## src/rtl/vga_mem_arbiter.sv

```systemverilog
// vga_mem_arbiter: two-port arbiter in front of a single-port synchronous
// video RAM. Port 0 (pixel fetch) has priority; port 1 (game logic) is
// protected from starvation by a saturating wait counter. Accepted accesses
// are registered onto the memory bus one cycle after the handshake, and read
// data is routed back through a {valid, port} tag pipeline matched to the
// RAM read latency, so returns stay in issue order at one access per cycle.
module vga_mem_arbiter #(
  parameter int ADDR_W   = 16,
  parameter int DATA_W   = 12,
  parameter int RD_LAT   = 2,
  parameter int MAX_WAIT = 7
) (
  input  logic              clk,
  input  logic              rst_n,

  input  logic              p0_req,
  input  logic [ADDR_W-1:0] p0_addr,
  output logic              p0_gnt,
  output logic              p0_rvalid,
  output logic [DATA_W-1:0] p0_rdata,

  input  logic              p1_req,
  input  logic              p1_we,
  input  logic [ADDR_W-1:0] p1_addr,
  input  logic [DATA_W-1:0] p1_wdata,
  output logic              p1_gnt,
  output logic              p1_rvalid,
  output logic [DATA_W-1:0] p1_rdata,

  output logic              mem_en,
  output logic              mem_we,
  output logic [ADDR_W-1:0] mem_addr,
  output logic [DATA_W-1:0] mem_wdata,
  input  logic [DATA_W-1:0] mem_rdata
);

  // One tag stage per cycle between the handshake and the cycle in which the
  // RAM presents the read word: 1 for the bus register plus RD_LAT.
  localparam int         PIPE_N     = RD_LAT + 1;
  localparam logic [7:0] MAX_WAIT_C = 8'(MAX_WAIT);

  logic              starve;
  logic              rd_xfer;

  logic [7:0]        wait_cnt_q, wait_cnt_d;

  logic              mem_en_q, mem_en_d;
  logic              mem_we_q, mem_we_d;
  logic [ADDR_W-1:0] mem_addr_q, mem_addr_d;
  logic [DATA_W-1:0] mem_wdata_q, mem_wdata_d;

  logic [PIPE_N-1:0] pipe_vld_q, pipe_vld_d;
  logic [PIPE_N-1:0] pipe_port_q, pipe_port_d;

  logic [DATA_W-1:0] p0_rdata_q, p0_rdata_d;
  logic [DATA_W-1:0] p1_rdata_q, p1_rdata_d;

  // Grant decision: p0 by default, p1 when p0 is idle or p1 has starved.
  // Gated by rst_n so no handshake can complete while the block is held.
  always_comb begin
    starve = (wait_cnt_q == MAX_WAIT_C);
    p1_gnt = rst_n & p1_req & (~p0_req | starve);
    p0_gnt = rst_n & p0_req & ~(starve & p1_req);
    rd_xfer = p0_gnt | (p1_gnt & ~p1_we);
  end

  // Starvation counter: counts blocked p1 cycles, saturates at the limit,
  // and restarts whenever p1 is served or withdraws its request.
  always_comb begin
    wait_cnt_d = wait_cnt_q;
    if (!p1_req || p1_gnt) begin
      wait_cnt_d = 8'd0;
    end else if (wait_cnt_q < MAX_WAIT_C) begin
      wait_cnt_d = wait_cnt_q + 8'd1;
    end
  end

  // Memory bus register: launch the accepted access next cycle; address and
  // write data hold when idle so the RAM inputs do not toggle needlessly.
  always_comb begin
    mem_en_d    = 1'b0;
    mem_we_d    = 1'b0;
    mem_addr_d  = mem_addr_q;
    mem_wdata_d = mem_wdata_q;
    if (p0_gnt) begin
      mem_en_d   = 1'b1;
      mem_addr_d = p0_addr;
    end else if (p1_gnt) begin
      mem_en_d   = 1'b1;
      mem_addr_d = p1_addr;
      if (p1_we) begin
        mem_we_d    = 1'b1;
        mem_wdata_d = p1_wdata;
      end
    end
  end

  // Return tag pipeline: a read handshake enters stage 0 and reaches the
  // last stage exactly when its word is on mem_rdata. Writes insert a bubble.
  always_comb begin
    pipe_vld_d  = {pipe_vld_q[PIPE_N-2:0], rd_xfer};
    pipe_port_d = {pipe_port_q[PIPE_N-2:0], p1_gnt};
  end

  // Read return steering: pass mem_rdata through on the valid cycle, else
  // present the last word returned to that port.
  always_comb begin
    p0_rvalid  = pipe_vld_q[PIPE_N-1] & ~pipe_port_q[PIPE_N-1];
    p1_rvalid  = pipe_vld_q[PIPE_N-1] &  pipe_port_q[PIPE_N-1];
    p0_rdata_d = p0_rvalid ? mem_rdata : p0_rdata_q;
    p1_rdata_d = p1_rvalid ? mem_rdata : p1_rdata_q;
    p0_rdata   = p0_rdata_d;
    p1_rdata   = p1_rdata_d;
  end

  // Output wiring of the memory bus register.
  always_comb begin
    mem_en    = mem_en_q;
    mem_we    = mem_we_q;
    mem_addr  = mem_addr_q;
    mem_wdata = mem_wdata_q;
  end

  // State registers; reset flushes any in-flight read tags.
  always_ff @(posedge clk or negedge rst_n) begin
    if (!rst_n) begin
      wait_cnt_q  <= 8'd0;
      mem_en_q    <= 1'b0;
      mem_we_q    <= 1'b0;
      mem_addr_q  <= '0;
      mem_wdata_q <= '0;
      pipe_vld_q  <= '0;
      pipe_port_q <= '0;
      p0_rdata_q  <= '0;
      p1_rdata_q  <= '0;
    end else begin
      wait_cnt_q  <= wait_cnt_d;
      mem_en_q    <= mem_en_d;
      mem_we_q    <= mem_we_d;
      mem_addr_q  <= mem_addr_d;
      mem_wdata_q <= mem_wdata_d;
      pipe_vld_q  <= pipe_vld_d;
      pipe_port_q <= pipe_port_d;
      p0_rdata_q  <= p0_rdata_d;
      p1_rdata_q  <= p1_rdata_d;
    end
  end

endmodule

```

## config.mk

```make
export PLATFORM = sky130hd
export DESIGN_NAME = vga_mem_arbiter
export DESIGN_NICKNAME = d
export VERILOG_FILES = /design/src/rtl/vga_mem_arbiter.sv
export SDC_FILE = /design/constraint.sdc
export NUM_CORES = 1
export LEC_CHECK = 0
export BUFFER_PORTS_ARGS = -buffer_cell sky130_fd_sc_hd__buf_4
export CORE_ASPECT_RATIO = 0.75
export CORE_UTILIZATION = 39
export DETAILED_ROUTE_END_ITERATION = 8
export PLACE_DENSITY = 0.66
export SKIP_LAST_GASP = 1
export SYNTH_ARGS = -nofsm -noshare
export SYNTH_HDL_FRONTEND = slang
export SYNTH_SLANG_ARGS = --single-unit
```

## constraint.sdc

```tcl
create_clock -name clk -period 3.3 [get_ports clk]
set_input_delay 0.33 -clock clk [delete_from_list [all_inputs] [get_ports clk]]
set_output_delay 0.33 -clock clk [all_outputs]
set_load 0.01 [all_outputs]
```

==> run metrics <==
critical-path cell list nor4b_4 > buf_4 > a21o_1 > inv_1 > buf_4; final estimated routing congestion in global placement 0.778; PD cells 554 nW/µm²; Data arrival, critical path 2.10 ns; top cells by area in the synthesized netlist dfrtp_1, mux2_2, and4b_1; initial cell density of the core 40.9%; CTS hold repair buffers 0; distinct cell type count after synthesis 35; CTS HTree Levels 3; count of placed standard cells including taps 476; Setup violations, final 0; post-layout min period 2.43 ns; wire per inst 16.1 µm; top-level port count 119; number of sinks driven by the clock tree 68; status complete, no violations; DRC Markers 0; Yosys warning count 0; iteration count of the initial detailed-routing pass 4; maximum number of buffers from clock root to sink 2; number of buffer and inverter instances along the worst setup path 3; total die area 8190 µm²; net count of the finished layout 448; commonest cells after routing, fill and taps aside buf_4, dfrtp_1, nand2_1, mux2_2, inv_1; horizontal extent of the die 104 µm; Hold Path Class in -> async; Max-Slew Margin vs Limit 50.0%; kind of capture point of the worst setup path output port; synthesized area 3050 µm²; top cell type's share of synthesized area 55.8%; library cell with the largest summed area after synthesis dfrtp_1; worst hold margin 0.00974 ns; final worst path period share 73.7%; max-capacitance violation count 0; start-to-end type of the worst setup path reg -> out; aggregate global-route resource usage 20.1%; total clock buffers created by CTS 9; filler instances 660; asr flop ratio synth 100%; accumulated negative setup slack 0 ns; final-report hold violation count 0; Initial DRC Count 135; post-CTS setup buffer count 0; mean cell area of the mapped netlist 11.2 µm²; sequential share of the synthesized area 55.8%; overall routed net length 7.91 mm; CTS tree yes; post-DR vias/cell 5.28; Worst Path Required 2.97 ns; global route total overflow 0; final cell count without fillers 492; worst supply voltage drop on vdd 220 µV; number of enable flip-flop cells after synthesis 0; Worst Skew 0.00843 ns; clock root cell clkbuf_8; dpl hpwl 5.50 mm; synthesis-to-finish area growth 38.7%; number of global-route vias before repair 2,526; area inside the core boundary 7470 µm²; highest achievable clock rate 0.411 GHz; maximum cell stage delay along the critical path 0.52 ns; Mapped Nets 334; clock-pin slew on the worst setup and hold paths 0.08 ns; most common cell after layout, fill and taps aside buf_4; share of cells above drive strength 1 42.2%; y dimension of the die 78.6 µm; Port Buf Inserts 118; Final Max Tran Viols 0; most used flip-flop cell after synthesis dfrtp_1; clock network latency to the later pin of the worst-skew pair 0.35 ns; Critical Path Slowest Stage Cell a21o_1; leakage power 2.12 nW; register bit count reported by yosys 68; Syn Inst Count 272; antenna violations before repair 0; wire length of the first global-routing pass 12.9 mm; RSZ-0062 raised after global routing false; critical path launch point type flop; placement row count 27; count of inserted antenna diode cells 0; post-CTS sizing 0; via count 2,596; slew at the pin closest to its max-slew limit 0.750 ns; crit path max fanout 17; remaining antenna violation count after routing 0; largest net degree at the start of global routing 57; most frequent CP cell buf_4; dominant delay contributor by cell family on the critical path compound AO/OA/AOI/OAI gates
metrics by stage:
stage               cell area, µm²  setup slack (ns)  util [%]  total power [mW]
CTS                           4230             0.848      56.7              2.37
finish                        4230             0.868      56.7              2.34
detailed placement            4010              1.14      53.7              1.59
global route                  4230             0.732      56.7              2.46
floorplan                     3050              1.60         -              1.27
global placement              4010              1.16      53.7              1.57
power breakdown:
group          internal (mW)  total [mW]  leakage [nW]  switching [mW]
logic                  0.298       0.556          1.16           0.257
clock network          0.451       0.775         0.114           0.325
registers              0.960        1.01         0.842          0.0523
layout make-up:
type | count | area [µm²] | area share, %
flip-flops and latches | 68 | 1700 | 40.2
multi-input cells | 164 | 1190 | 28.0
repair buffers | 122 | 916 | 21.6
clock buffers | 11 | 141 | 3.34
well taps | 101 | 126 | 2.99
clock inverters | 5 | 82.6 | 1.95
inverters | 21 | 78.8 | 1.86
flip-flops by register name, indices dropped and copies added (netlist names):
name         cells
mem_en           1
pipe_vld_q       3
p1_rdata_q      12
mem_wdata       12
pipe_port_q      3
p0_rdata_q      12
mem_addr        16
wait_cnt_q       8
mem_we           1
worst paths after layout:
path | cells past startpoint | startpoint | slack (ns) | to
setup / recovery | 5 | wait_cnt_q[3]$_DFFE_PN0P_ | 0.87 | p0_gnt
hold / removal | 1 | rst_n | 0.01 | p0_rdata_q[11]$_DFF_PN0_
setup reg to reg | 5 | wait_cnt_q[0]$_DFFE_PN0P_ | 1.36 | mem_wdata[8]$_DFFE_PN0P_
hold reg to reg | 0 | pipe_vld_q[1]$_DFF_PN0_ | 0.35 | pipe_vld_q[2]$_DFF_PN0_
max in group asynchronous | 2 | rst_n | 2.43 | p0_rdata_q[4]$_DFF_PN0_
min in group clk | 2 | p1_we | 0.19 | pipe_vld_q[0]$_DFF_PN0_
synthesized netlist by cell type, drive strengths merged (2+ instances only):
master,number
a21oi,19
inv,21
clkbuf,7
o22ai,12
and4b,16
mux2,24
a211o,2
dfrtp,68
and3,7
nor2,4
nor3,2
nand2,27
o21ai,3
nand2b,3
buf,12
nand4,16
o211ai,15
or3,2
layer usage:
| metal | up-vias | wire, µm | GRT usage [%] |
|---|---|---|---|
| met5 | - | 0 | 0 |
| met2 | 95 | 3610 | 30.2 |
| met3 | 9 | 561 | 7.06 |
| met1 | 1278 | 3680 | 27.9 |
| met4 | 0 | 51 | 4.29 |
| li1 | 1214 | - | - |
kinds of logic after synthesis:
logic type      after synthesis  synth area share (%)
simple gates                 83                  17.1
flops                        68                  55.8
compound gates               56                  12.0
buf+inv                      40                  5.86
mux                          24                  8.86
fa+ha+maj                     1                 0.410
(Power assumes the default switching activity.)
